===== config.mk =====
export PLATFORM = sky130hd
export DESIGN_NAME = max11643_emulator
export DESIGN_NICKNAME = d
export VERILOG_FILES = /design/src/rtl/max11643_emulator.sv
export SDC_FILE = /design/constraint.sdc
export NUM_CORES = 1
export LEC_CHECK = 0
export BUFFER_PORTS_ARGS = -buffer_cell sky130_fd_sc_hd__buf_2
export CAP_MARGIN = 20
export CORE_MARGIN = 2
export CORE_UTILIZATION = 49
export CTS_BUF_LIST = sky130_fd_sc_hd__clkbuf_16
export DETAILED_ROUTE_END_ITERATION = 6
export PLACE_DENSITY = 0.77
export SYNTH_ARGS = -nofsm -noshare
export SYNTH_HDL_FRONTEND = slang
export SYNTH_SLANG_ARGS = --single-unit

===== constraint.sdc =====
create_clock -name ref_clk -period 2.1 [get_ports ref_clk]
set_input_delay 0.63 -clock ref_clk [delete_from_list [all_inputs] [get_ports ref_clk]]
set_output_delay 0.63 -clock ref_clk [all_outputs]
set_load 0.01 [all_outputs]

===== src/rtl/max11643_emulator.sv =====
// max11643_emulator
// Behavioural SPI-slave model of a MAX11643-style 8-bit ADC, running entirely
// in the ref_clk domain. It oversamples the SPI pins, decodes command bytes
// (setup, averaging, reset and conversion) and shifts the conversion result
// out on adc_dout.
//
// Ports:
//   ref_clk, reset_n        system clock, async active-low reset
//   adc_sclk/adc_cs/adc_din SPI inputs from the master (asynchronous)
//   adc_dout                registered SPI data to the master, MSB first
//   CH_DATA                 nine 8-bit samples, channel n at [8n+7:8n]
//   CMD, cmd_valid          last complete byte and its one-cycle strobe
//   SETUP_REG, AVG_REG      last setup / averaging register writes
//   CONV_CH, conv_strobe    channel of the last conversion and its strobe
//   cmd_err                 strobe for a conversion on a nonexistent channel
//
// Receive FSM:
//   state     | meaning
//   ST_IDLE   | cs high, waiting for a frame
//   ST_SHIFT  | cs low, collecting bits on SCLK rising edges
//   ST_DECODE | one cycle: CMD holds the new byte, decode happens here

module max11643_emulator #(
    parameter int SYNC_STAGES = 2
) (
    input  logic        ref_clk,
    input  logic        reset_n,
    input  logic        adc_sclk,
    input  logic        adc_cs,
    input  logic        adc_din,
    output logic        adc_dout,
    input  logic [71:0] CH_DATA,
    output logic [7:0]  CMD,
    output logic        cmd_valid,
    output logic [7:0]  SETUP_REG,
    output logic [7:0]  AVG_REG,
    output logic [3:0]  CONV_CH,
    output logic        conv_strobe,
    output logic        cmd_err
);

    typedef enum logic [1:0] {ST_IDLE, ST_SHIFT, ST_DECODE} state_t;

    state_t state_q, state_d;

    logic [SYNC_STAGES-1:0] sclk_sync_q, sclk_sync_d;
    logic [SYNC_STAGES-1:0] cs_sync_q, cs_sync_d;
    logic [SYNC_STAGES-1:0] din_sync_q, din_sync_d;
    logic                   sclk_prev_q, sclk_prev_d;

    logic [2:0]  bit_cnt_q, bit_cnt_d;
    logic [6:0]  rx_q, rx_d;
    logic [7:0]  cmd_q, cmd_d;
    logic [7:0]  setup_q, setup_d;
    logic [7:0]  avg_q, avg_d;
    logic [3:0]  conv_ch_q, conv_ch_d;
    logic        conv_strobe_q, conv_strobe_d;
    logic        cmd_err_q, cmd_err_d;
    logic [15:0] res_q, res_d;
    logic [4:0]  res_cnt_q, res_cnt_d;
    logic        dout_q, dout_d;

    logic       sclk_s, cs_s, din_s;
    logic       sclk_rise, sclk_fall;
    logic       decode_en;
    logic [3:0] ch_sel;
    logic [7:0] ch_sample;

    // Synchronizer chains: stage 0 samples the pin, last stage is the clean copy.
    always_comb begin
        sclk_sync_d    = sclk_sync_q;
        cs_sync_d      = cs_sync_q;
        din_sync_d     = din_sync_q;
        sclk_sync_d[0] = adc_sclk;
        cs_sync_d[0]   = adc_cs;
        din_sync_d[0]  = adc_din;
        for (int i = 1; i < SYNC_STAGES; i++) begin
            sclk_sync_d[i] = sclk_sync_q[i-1];
            cs_sync_d[i]   = cs_sync_q[i-1];
            din_sync_d[i]  = din_sync_q[i-1];
        end
    end

    assign sclk_s      = sclk_sync_q[SYNC_STAGES-1];
    assign cs_s        = cs_sync_q[SYNC_STAGES-1];
    assign din_s       = din_sync_q[SYNC_STAGES-1];
    assign sclk_prev_d = sclk_s;
    assign sclk_rise   = sclk_s & ~sclk_prev_q;
    assign sclk_fall   = ~sclk_s & sclk_prev_q;

    // FSM: state register
    always_ff @(posedge ref_clk or negedge reset_n) begin
        if (!reset_n) state_q <= ST_IDLE;
        else          state_q <= state_d;
    end

    // FSM: next state
    always_comb begin
        state_d = state_q;
        case (state_q)
            ST_IDLE:   if (!cs_s) state_d = ST_SHIFT;
            ST_SHIFT: begin
                if (cs_s)                                  state_d = ST_IDLE;
                else if (sclk_rise && bit_cnt_q == 3'd7)   state_d = ST_DECODE;
            end
            ST_DECODE: state_d = cs_s ? ST_IDLE : ST_SHIFT;
            default:   state_d = ST_IDLE;
        endcase
    end

    // FSM: outputs
    always_comb begin
        decode_en = (state_q == ST_DECODE);
        cmd_valid = decode_en;
    end

    // Conversion channel mux; channels above 8 read as zero.
    assign ch_sel = cmd_q[6:3];
    always_comb begin
        ch_sample = 8'h00;
        for (int i = 0; i < 9; i++) begin
            if (ch_sel == 4'(i)) ch_sample = CH_DATA[8*i +: 8];
        end
    end

    always_comb begin
        bit_cnt_d     = bit_cnt_q;
        rx_d          = rx_q;
        cmd_d         = cmd_q;
        setup_d       = setup_q;
        avg_d         = avg_q;
        conv_ch_d     = conv_ch_q;
        conv_strobe_d = 1'b0;
        cmd_err_d     = 1'b0;
        res_d         = res_q;
        res_cnt_d     = res_cnt_q;

        // Receive path; a partial byte is dropped when cs rises mid-frame.
        if (state_q == ST_SHIFT) begin
            if (cs_s) begin
                bit_cnt_d = 3'd0;
                rx_d      = 7'd0;
            end else if (sclk_rise) begin
                rx_d      = {rx_q[5:0], din_s};
                bit_cnt_d = bit_cnt_q + 3'd1;
                if (bit_cnt_q == 3'd7) cmd_d = {rx_q, din_s};
            end
        end

        // Readout shift; any decode that touches the result below overrides it.
        if (sclk_fall && !cs_s && res_cnt_q != 5'd0) begin
            res_d     = {res_q[14:0], 1'b0};
            res_cnt_d = res_cnt_q - 5'd1;
        end

        if (decode_en) begin
            casez (cmd_q)
                8'b1???????: begin
                    conv_ch_d = ch_sel;
                    res_cnt_d = 5'd16;
                    if (ch_sel <= 4'd8) begin
                        res_d         = {4'b0000, ch_sample, 4'b0000};
                        conv_strobe_d = 1'b1;
                    end else begin
                        res_d     = 16'h0000;
                        cmd_err_d = 1'b1;
                    end
                end
                8'b01??????: setup_d = cmd_q;
                8'b001?????: avg_d   = cmd_q;
                8'b0001????: begin
                    setup_d   = 8'h00;
                    avg_d     = 8'h00;
                    res_d     = 16'h0000;
                    res_cnt_d = 5'd0;
                end
                default: ;
            endcase
        end

        dout_d = (!cs_s && res_cnt_q != 5'd0) ? res_q[15] : 1'b0;
    end

    always_ff @(posedge ref_clk or negedge reset_n) begin
        if (!reset_n) begin
            sclk_sync_q   <= '0;
            cs_sync_q     <= '1;
            din_sync_q    <= '0;
            sclk_prev_q   <= 1'b0;
            bit_cnt_q     <= 3'd0;
            rx_q          <= 7'd0;
            cmd_q         <= 8'h00;
            setup_q       <= 8'h00;
            avg_q         <= 8'h00;
            conv_ch_q     <= 4'h0;
            conv_strobe_q <= 1'b0;
            cmd_err_q     <= 1'b0;
            res_q         <= 16'h0000;
            res_cnt_q     <= 5'd0;
            dout_q        <= 1'b0;
        end else begin
            sclk_sync_q   <= sclk_sync_d;
            cs_sync_q     <= cs_sync_d;
            din_sync_q    <= din_sync_d;
            sclk_prev_q   <= sclk_prev_d;
            bit_cnt_q     <= bit_cnt_d;
            rx_q          <= rx_d;
            cmd_q         <= cmd_d;
            setup_q       <= setup_d;
            avg_q         <= avg_d;
            conv_ch_q     <= conv_ch_d;
            conv_strobe_q <= conv_strobe_d;
            cmd_err_q     <= cmd_err_d;
            res_q         <= res_d;
            res_cnt_q     <= res_cnt_d;
            dout_q        <= dout_d;
        end
    end

    assign adc_dout    = dout_q;
    assign CMD         = cmd_q;
    assign SETUP_REG   = setup_q;
    assign AVG_REG     = avg_q;
    assign CONV_CH     = conv_ch_q;
    assign conv_strobe = conv_strobe_q;
    assign cmd_err     = cmd_err_q;

endmodule

==> key figures, run 1 <==
GRT
  • Vias in the first global route: 3,054
  • Total gr overflow: 0
  • Total track usage: 24.5%
  • Largest net degree at the start of global routing: 72
  • First-pass GRT wire length: 14.5 mm
  • Initial antenna violation count: 0

Timing
  • Clock skew: 5.52 ps
  • Final worst-path cycle share: 95.6%
  • Tmin final: 2010 ps
  • Achievable Freq: 498 MHz
  • Worst Max-Slew Pin Slew: 644 ps
  • Fin. Hold Viols: 0
  • Setup TNS: 0 ps
  • Worst rel slew slack: 56.8%
  • Max Slew Vio Count: 0
  • Worst Slack Setup Final: 91.4 ps
  • Final setup viols: 0
  • RSZ-0062 raised after global routing: no

Cells and area
  • Layout cells sized above 1: 32.9%
  • Final std cells w/o fill: 589
  • Final nets: 565
  • Layout area overhead: 29.7%
  • Finished Cell Area: 4610 um^2
  • Diode count: 0

Logic synthesis
  • Async set-or-reset flop fraction in the synthesized netlist: 100%
  • Syn_nets: 449
  • Syn_area_per_cell: 9.62 um^2
  • EDFF count, synth: 0
  • Number of synthesized register bits: 71
  • Warnings, synthesis: 0
  • Post-Syn Area: 3550 um^2
  • Ranking of synthesized cells by area: dfrtp_1 49%, nand2_1 7.8%, mux2i_1 6.5%, o21ai_0 3.7%, a21oi_1 3.5%
  • Ys flop type: dfrtp_1
  • Register area share after synthesis: 50.1%
  • Synth top area share: 48.6%
  • Post-synth cell types: 49
  • Post-synth top area cell: dfrtp_1
  • Synthesized netlist cell count: 369

Critical path
  • Max FO, Critical Path: 9
  • CP Launch Type: register
  • Worst EP required: 2300 ps
  • Worst Setup Path Type: reg2reg
  • Arr. time, crit path: 2200 ps
  • Critical path endpoint category: register

Floorplan
  • Die height: 89.1 um
  • Die Width: 89.1 um
  • Die area: 7940 um^2
  • I/O pin total: 109
  • Core area: 7140 um^2
  • Rows: 31
  • Initial Util: 49.8%

CTS
  • Sink Count: 71
  • CTS Buf Count: 9
  • Clk root buf: clkbuf_16
  • H-tree lvl count: 3
  • Clock latency on the worst-skew pair: 330 ps
  • CTS Hold Bufs: 0
  • Worst-path clk slew: 50 ps
  • CTS tree: yes
  • CTS Buffer Depth: 2

Detailed routing
  • Post-Route WL: 9.77 mm
  • Initial detailed-routing violation count: 314
  • Number of antenna-violating nets in the routed design: 0
  • Post-route DRC violation count: 0
  • WL/cell: 16.6 um
  • Vias: 3,283
  • Via-to-Cell Ratio: 5.57
  • Total iterations of the first detailed-routing run: 4

Power and ir drop
  • Worst vdd ir: 0.549 mV
  • Pleak: 2.21 nW
  • Power per cell area: 682 nW/um^2
  • Power Total: 0.00314 W

Placed design
  • HPWL after DPL: 7.04 mm
  • Final GP Congestion: 0.846
  • IO Port Bufs: 108
  • Placed cell area: 4280 um^2
  • Placed Instances: 573
  • Place WS: 75.2 ps

Flow run
  • Max-cap viol count: 0

Status
  • Outcome: completed

Hold path
  • Hold crit path type: in2async
[stage by stage]
stage                     hold slack (ps)  util, %
after global placement                334     59.9
after floorplan                       331        -
final                                 326     64.6
after global routing                  353     64.6
after detailed placement              337     59.9
after CTS                             334     64.3
[layout make-up]
cell class	count	area [um^2]
tap	99	124
multi-input combinational	270	1670
sequential	71	1780
inverter	5	18.8
clock inverter	7	88.8
clock buffer	9	225
fill	613	2530
timing repair buffer	128	703
[worst max-delay path, cell delays in order, from the launching register on]
cell and delay (ps):
dfrtp_1 410, inv_1 60, ha_1 210, nor4b_2 190
or4b_4 530, buf_4 190, mux2i_1 160, o32ai_1 110
[what timing repair did]
| item | 4_1_cts | 5_1_grt |
|---|---|---|
| buffers inserted | 0 | 0 |
| endpoints found under the setup margin | 0 | 9 |
| gates resized for setup | 0 | 4 |
[path summary, 6_finish.rpt]
path | endpoint | slack, ps | cells past startpoint | startpoint
worst max-delay path | res_q[5] | 90 | 7 | res_cnt_q[0]
worst min-delay path | res_cnt_q[0] | 330 | 2 | reset_n
worst max register to register | res_q[5] | 90 | 7 | res_cnt_q[0]
worst min register to register | sclk_sync_q[1] | 350 | 0 | sclk_sync_q[0]
max in group asynchronous | cs_sync_q[1] | 1470 | 2 | reset_n
min in group ref_clk | sclk_sync_q[1] | 350 | 0 | sclk_sync_q[0]
[Yosys cell counts, types with 4 or more instances]
library cell	number
mux2_2	9
buf_2	14
nand2_1	74
mux2i_1	23
o32ai_1	6
clkbuf_1	7
nand2b_1	6
a211oi_1	9
inv_1	4
o21ai_0	26
a22o_1	11
dfrtp_1	69
nor2_1	21
nor2b_1	10
a21oi_1	25
[sequential cells by signal, summed over array words and instances, names as in the netlist]
name,flops
AVG_REG,8
CMD,8
CONV_CH,4
SETUP_REG,8
adc_dout,1
bit_cnt_q,3
cmd_err,1
conv_strobe,1
cs_sync_q,2
din_sync_q,2
res_cnt_q,5
res_q,16
rx_q,7
sclk_prev_q,1
sclk_sync_q,2
state_q,2
[report_power, final]
group          internal (W)  switching (W)  total (W)
clock               0.00103       0.000560    0.00159
sequential          0.00138      0.0000110    0.00139
combinational     0.0000798      0.0000776   0.000157
[cell families (layout without fill, tap and decap cells)]
kind of cell | Yosys count | after routing | share of synthesized area [%]
AND/OR/NAND/NOR | 136 | 136 | 17.9
multiplexers | 32 | 32 | 9.34
adder cells (fa/ha/maj) | 3 | 3 | 1.06
XOR/XNOR | 3 | 3 | 0.740
flip-flops | 71 | 71 | 50.1
AO/OA/AOI/OAI | 96 | 96 | 17.3
buffers and inverters | 28 | 149 | 3.56
[routing by layer]
metal  track usage, %  wire length [um]  up-vias
li1                 -                 -     1548
met1             33.2              4160     1582
met3             4.80               653       20
met2             37.8              4690      133
met5                0                 0        -
met4             12.1               267        0
[layout by cell type, fill, tap and decap left out, types with 9 or more instances in the layout]
master	n
nand2_1	74
buf_4	19
buf_2	108
mux2i_1	23
o21ai_0	25
a211oi_1	9
a21oi_1	25
nor2b_1	10
mux2_2	9
a22o_1	11
nor2_1	21
clkbuf_16	9
dfrtp_1	69
Power figures use the tool's default switching activity.
==> run 2: changes to the inputs <==
PLACE_DENSITY = 0.81   (was 0.77)
==> key figures, run 2 (same netlist as run 1, synthesis figures left out) <==
Status
  • Outcome: completed

Floorplan
  • Rows: 31 (unchanged)
  • Die Width: 89.1 um (unchanged)
  • I/O pin total: 109 (unchanged)
  • Initial Util: 49.8% (unchanged)
  • Die height: 89.1 um (unchanged)
  • Core area: 7140 um^2 (unchanged)
  • Die area: 7940 um^2 (unchanged)

Critical path
  • Max FO, Critical Path: 9 (unchanged)
  • Worst EP required: 2300 ps (about the same)
  • Worst Setup Path Type: reg2reg
  • Critical path endpoint category: register
  • CP Launch Type: register
  • Arr. time, crit path: 2200 ps (about the same)

Cells and area
  • Most frequent cells in the layout: 108 x buf_2, 74 x nand2_1, 69 x dfrtp_1
  • Reg with most FFs: res_q
  • Final nets: 567 (+0.35%)
  • Finished Cell Area: 4550 um^2 (-1.2%)
  • Diode count: 0 (unchanged)
  • Layout area overhead: 28.2%
  • Layout cells sized above 1: 31.8% (-1.1 points)
  • Commonest non-fill, non-tap cell in the layout: buf_2
  • Max reg flops: 16 (unchanged)
  • Util after Layout: 63.8% (-0.77 points)

Timing
  • Worst Max-Slew Pin Slew: 918 ps (+274 ps)
  • Clock skew: 4.94 ps (-0.580 ps)
  • Worst rel slew slack: 38.1% (-19 points)
  • Max Slew Vio Count: 0 (unchanged)
  • Worst Slack Setup Final: 103 ps (+11.6 ps)
  • Setup TNS: 0 ps (unchanged)
  • Final worst-path cycle share: 95.1% (-0.55 points)
  • RSZ-0062 raised after global routing: no
  • Final setup viols: 0 (unchanged)
  • Tmin final: 2000 ps (-11.6 ps)
  • Fin. Hold Viols: 0 (unchanged)
  • Worst hold slack: 308 ps (-17.7 ps)
  • Achievable Freq: 501 MHz (+0.58%)

Placed design
  • Place WS: 134 ps (+59.1 ps)
  • IO Port Bufs: 108 (unchanged)
  • Placed cell area: 4290 um^2 (+0.35%)
  • HPWL after DPL: 7.04 mm (about the same)
  • Final GP Congestion: 0.871 (+2.9%)

CTS
  • Sink Count: 71 (unchanged)
  • CTS Buf Count: 9 (unchanged)
  • CTS Hold Bufs: 0 (unchanged)
  • H-tree lvl count: 3 (unchanged)
  • Post-cts resize count: 0 (unchanged)
  • Clk root buf: clkbuf_16
  • CTS tree: yes
  • Clock latency on the worst-skew pair: 330 ps (about the same)
  • Worst-path clk slew: 60 ps (about the same)
  • Setup Fix Bufs, Post-CTS: 0 (unchanged)
  • CTS Buffer Depth: 2 (unchanged)

GRT
  • First-pass GRT wire length: 14.9 mm (+2.6%)
  • Met2 usage: 39.4% (+1.5 points)
  • Total track usage: 24.7% (+0.26 points)
  • Largest net degree at the start of global routing: 72 (unchanged)
  • GRT met3 Usage: 5.17% (+0.37 points)
  • Total gr overflow: 0 (unchanged)
  • Initial antenna violation count: 0 (unchanged)
  • Met1 Use GR: 33.9% (+0.74 points)
  • Gr busiest metal: met2
  • Vias in the first global route: 3,115 (+2.0%)

Detailed routing
  • Vias: 3,241 (-1.3%)
  • Number of antenna-violating nets in the routed design: 0 (unchanged)
  • WL/cell: 16.2 um (-2.3%)
  • Total iterations of the first detailed-routing run: 4 (unchanged)
  • Initial detailed-routing violation count: 224 (-29%)
  • Post-Route WL: 9.56 mm (-2.2%)
  • Post-route DRC violation count: 0 (unchanged)
  • Via-to-Cell Ratio: 5.49 (-1.4%)

Power and ir drop
  • Pleak: 2.20 nW (-0.59%)
  • Worst vdd ir: 0.470 mV (-14%)
  • Power per cell area: 623 nW/um^2 (-8.6%)

Flow run
  • Max-cap viol count: 0 (unchanged)

Hold path
  • Hold crit path type: in2async
==> run 2: cell count changes in the layout (fill, tap and decap cells not counted) <==
cell / before / now
or4b_1: 0 / 1
bufinv_16: 2 / 0
clkinv_1: 1 / 4
inv_1: 5 / 7
or4b_4: 1 / 0
o21ai_1: 3 / 2
o21ai_0: 25 / 26
clkinvlp_4: 2 / 0
buf_4: 19 / 21
clkinv_2: 2 / 0
==> run 2: final timing paths <==
check,startpoint,endpoint,slack (ps),cells past startpoint
min in group ref_clk,din_sync_q[0],din_sync_q[1],340,0
hold reg to reg,din_sync_q[0],din_sync_q[1],340,0
max in group asynchronous,reset_n,cs_sync_q[0],1440,2
setup reg to reg,res_cnt_q[0],res_q[5],100,7
hold / removal,reset_n,res_q[15],310,2
setup / recovery,res_cnt_q[0],res_q[5],100,7
==> run 2: report_power, final <==
part | switching, W | leakage (nW) | internal, W
Clock | 0.000520 | 0.132 | 0.000766
Combinational | 0.0000763 | 1.13 | 0.0000795
Sequential | 0.0000105 | 0.934 | 0.00138
==> run 2: critical path: stages, from the launching register on <==
cell     delay (ps)
dfrtp_1         390
inv_1            70
ha_1            220
nor4b_2         180
or4b_1          540
buf_4           210
mux2i_1         150
o32ai_1         100
==> run 2: cell type report <==
| type | instances | area [um^2] |
|---|---|---|
| clock inverter | 6 | 22.5 |
| multi-input combinational | 270 | 1660 |
| inverter | 5 | 18.8 |
| tap | 99 | 124 |
| timing repair buffer | 130 | 718 |
| fill | 625 | 2580 |
| sequential | 71 | 1780 |
| clock buffer | 9 | 225 |
==> run 2: per-stage QoR <==
| step | instances | power [W] |
|---|---|---|
| final | 590 | 0.00284 |
| after detailed placement | 575 | 0.00158 |
| after global routing | 590 | 0.00293 |
| after floorplan | 369 | 0.00146 |
| after global placement | 575 | 0.00157 |
| after CTS | 590 | 0.00285 |
==> run 2: routing by layer <==
| layer | up-vias | routed length (um) |
|---|---|---|
| li1 | 1547 | - |
| met3 | 16 | 646 |
| met2 | 120 | 4560 |
| met4 | 0 | 204 |
| met1 | 1558 | 4150 |
| met5 | - | 0 |
==> run 3: changes to the inputs <==
BUFFER_PORTS_ARGS = not set   (was -buffer_cell sky130_fd_sc_hd__buf_2)
DONT_BUFFER_PORTS = 1   (was not set)
PLACE_DENSITY = not set   (was 0.81)
==> key figures, run 3 (same netlist as run 1, synthesis figures left out) <==
Timing
  • Worst hold slack: -5.80 ps (-314 ps)
  • Final setup viols: 0 (unchanged)
  • Worst Max-Slew Pin Slew: 686 ps (-233 ps)
  • Max Slew Vio Count: 0 (unchanged)
  • Final worst-path cycle share: 91.6% (-3.5 points)
  • Setup TNS: 0 ps (unchanged)
  • RSZ-0062 raised after global routing: no
  • Tmin final: 1920 ps (-73.9 ps)
  • Clock skew: 3.79 ps (-1.15 ps)
  • Worst rel slew slack: 54.0% (+16 points)
  • Achievable Freq: 520 MHz (+3.8%)
  • Fin. Hold Viols: 6 (+6)

Floorplan
  • Initial Util: 49.8% (unchanged)
  • Die area: 7940 um^2 (unchanged)
  • Die height: 89.1 um (unchanged)
  • Die Width: 89.1 um (unchanged)
  • Core area: 7140 um^2 (unchanged)
  • Rows: 31 (unchanged)
  • I/O pin total: 109 (unchanged)

Cells and area
  • Final nets: 460 (-19%)
  • Fillers: 659 (+5.4%)
  • Final std cells w/o fill: 485 (-18%)
  • Reg with most FFs: res_q
  • Most frequent cells in the layout: 74 x nand2_1, 69 x dfrtp_1, 25 x o21ai_0, 25 x a21oi_1
  • Util after Layout: 56.8% (-7.0 points)
  • Layout cells sized above 1: 14.0% (-18 points)
  • Layout area overhead: 14.1%
  • Commonest non-fill, non-tap cell in the layout: nand2_1
  • Max reg flops: 16 (unchanged)

Critical path
  • Reg2reg setup slack: 180 ps (+70 ps)
  • CP Launch Type: register
  • Crit-path cells: inv_1 > ha_1 > nor4b_2 > or4b_1 > nor4_1 > xnor2_1 > nor2_1
  • Worst stage delay on the critical path: 530 ps (about the same)
  • Slowest cell on crit path: or4b_1
  • Worst Setup SP: res_cnt_q[0]
  • WP depth: 7 (unchanged)
  • Arr. time, crit path: 2140 ps (-60 ps)
  • Critical path endpoint category: register
  • Worst path bufs/invs: 1 (-1)
  • Critical Path Sink: res_cnt_q[3]
  • Max FO, Critical Path: 3 (-6)
  • FF-to-FF End: res_cnt_q[3]
  • R2R cell count: 7 (unchanged)
  • R2r startpoint: res_cnt_q[0]
  • CP delay by family, top: simple AND/OR/NAND/NOR gates
  • Worst EP required: 2320 ps (+20 ps)
  • Worst Setup Path Type: reg2reg

CTS
  • Sink Count: 71 (unchanged)
  • CTS tree: yes
  • CTS Buf Count: 9 (unchanged)
  • Worst-path clk slew: 60 ps (about the same)
  • Clock latency on the worst-skew pair: 330 ps (about the same)
  • Setup Fix Bufs, Post-CTS: 0 (unchanged)
  • H-tree lvl count: 3 (unchanged)
  • CTS Buffer Depth: 2 (unchanged)
  • Clk root buf: clkbuf_16

Status
  • Failing checks: negative hold slack
  • Outcome: finished, violations left

Detailed routing
  • Total iterations of the first detailed-routing run: 5 (+1)
  • WL/cell: 18.4 um (+13%)
  • Initial detailed-routing violation count: 155 (-31%)
  • Number of antenna-violating nets in the routed design: 0 (unchanged)
  • Vias: 2,815 (-13%)
  • Via-to-Cell Ratio: 5.80 (+5.7%)
  • Post-route DRC violation count: 0 (unchanged)
  • Post-Route WL: 8.92 mm (-6.8%)

Placed design
  • IO Port Bufs: 0 (-100%)
  • Placed Instances: 468 (-19%)
  • Final GP Congestion: 0.858 (-1.5%)
  • HPWL after DPL: 6.40 mm (-9.1%)

Power and ir drop
  • Worst vdd ir: 0.460 mV (-2.0%)
  • Pleak: 1.72 nW (-22%)
  • Power per cell area: 729 nW/um^2 (+17%)

GRT
  • Vias in the first global route: 2,769 (-11%)
  • First-pass GRT wire length: 13.8 mm (-7.6%)
  • Initial antenna violation count: 1 (+1)
  • Largest net degree at the start of global routing: 72 (unchanged)
  • Total track usage: 23.3% (-1.5 points)
  • Total gr overflow: 0 (unchanged)

Hold path
  • Hold crit path type: in2async

Flow run
  • Max-cap viol count: 0 (unchanged)
run 3: changes by cell type in the layout (fill, tap and decap cells not counted), sizes merged:
cell,change
buf,-107
clkinvlp,+4
clkinv,-3
bufinv,+1
diode,+1
inv,-1
run 3: report_power, final:
part           internal (W)  switching [W]   total, W
Clock              0.000918       0.000587    0.00151
Sequential          0.00138      0.0000103    0.00139
Combinational     0.0000289      0.0000271  0.0000561
Total               0.00233       0.000624    0.00295
run 3: layout make-up:
class | instances | area [um^2] | share of cell area, %
diodes | 1 | 2.50 | 0.0617
clock buffers | 9 | 225 | 5.56
clock inverters | 7 | 72.6 | 1.79
inverters | 5 | 18.8 | 0.463
multi-input cells | 270 | 1660 | 40.9
flip-flops and latches | 71 | 1780 | 43.9
well taps | 99 | 124 | 3.06
repair buffers | 23 | 173 | 4.26
run 3: what timing repair did:
action,CTS,global route
hold endpoints to repair,69,69
setup endpoints to repair,0,5
resized for setup,0,2
run 3: worst min-delay path by stage:
| stage | end | slack [ps] | cells past startpoint |
|---|---|---|---|
| 2_1_floorplan | AVG_REG[0] | 330 | 0 |
| 3_3_place_gp | sclk_sync_q[1] | 330 | 0 |
| 3_5_place_dp | CONV_CH[3] | 340 | 0 |
| 4_1_cts | CMD[7] | -10 | 0 |
| 5_1_grt | CONV_CH[3] | -20 | 0 |
| 6_report | CONV_CH[3] | -6 | 0 |
run 3: metrics by stage:
step                setup slack (ps)  area, um^2  total power (W)  hold WS [ps]
floorplan                        203        3550          0.00146           331
detailed placement               160        3750          0.00147           336
global placement                 207        3750          0.00147           334
CTS                              133        4040          0.00298         -13.4
global route                    17.1        4050          0.00305         -19.8
finish                           177        4050          0.00295         -5.80
run 3: layer usage:
layer  wire (um)  GRT usage [%]  part of all wire (%)  vias to the layer above
li1            -              -                     -                     1331
met1        3820           30.4                    43                     1367
met2        4250           36.6                    48                      103
met3         700           7.29                   7.9                       14
met4         141           8.01                   1.6                        0
met5           0           2.60                     0                        -
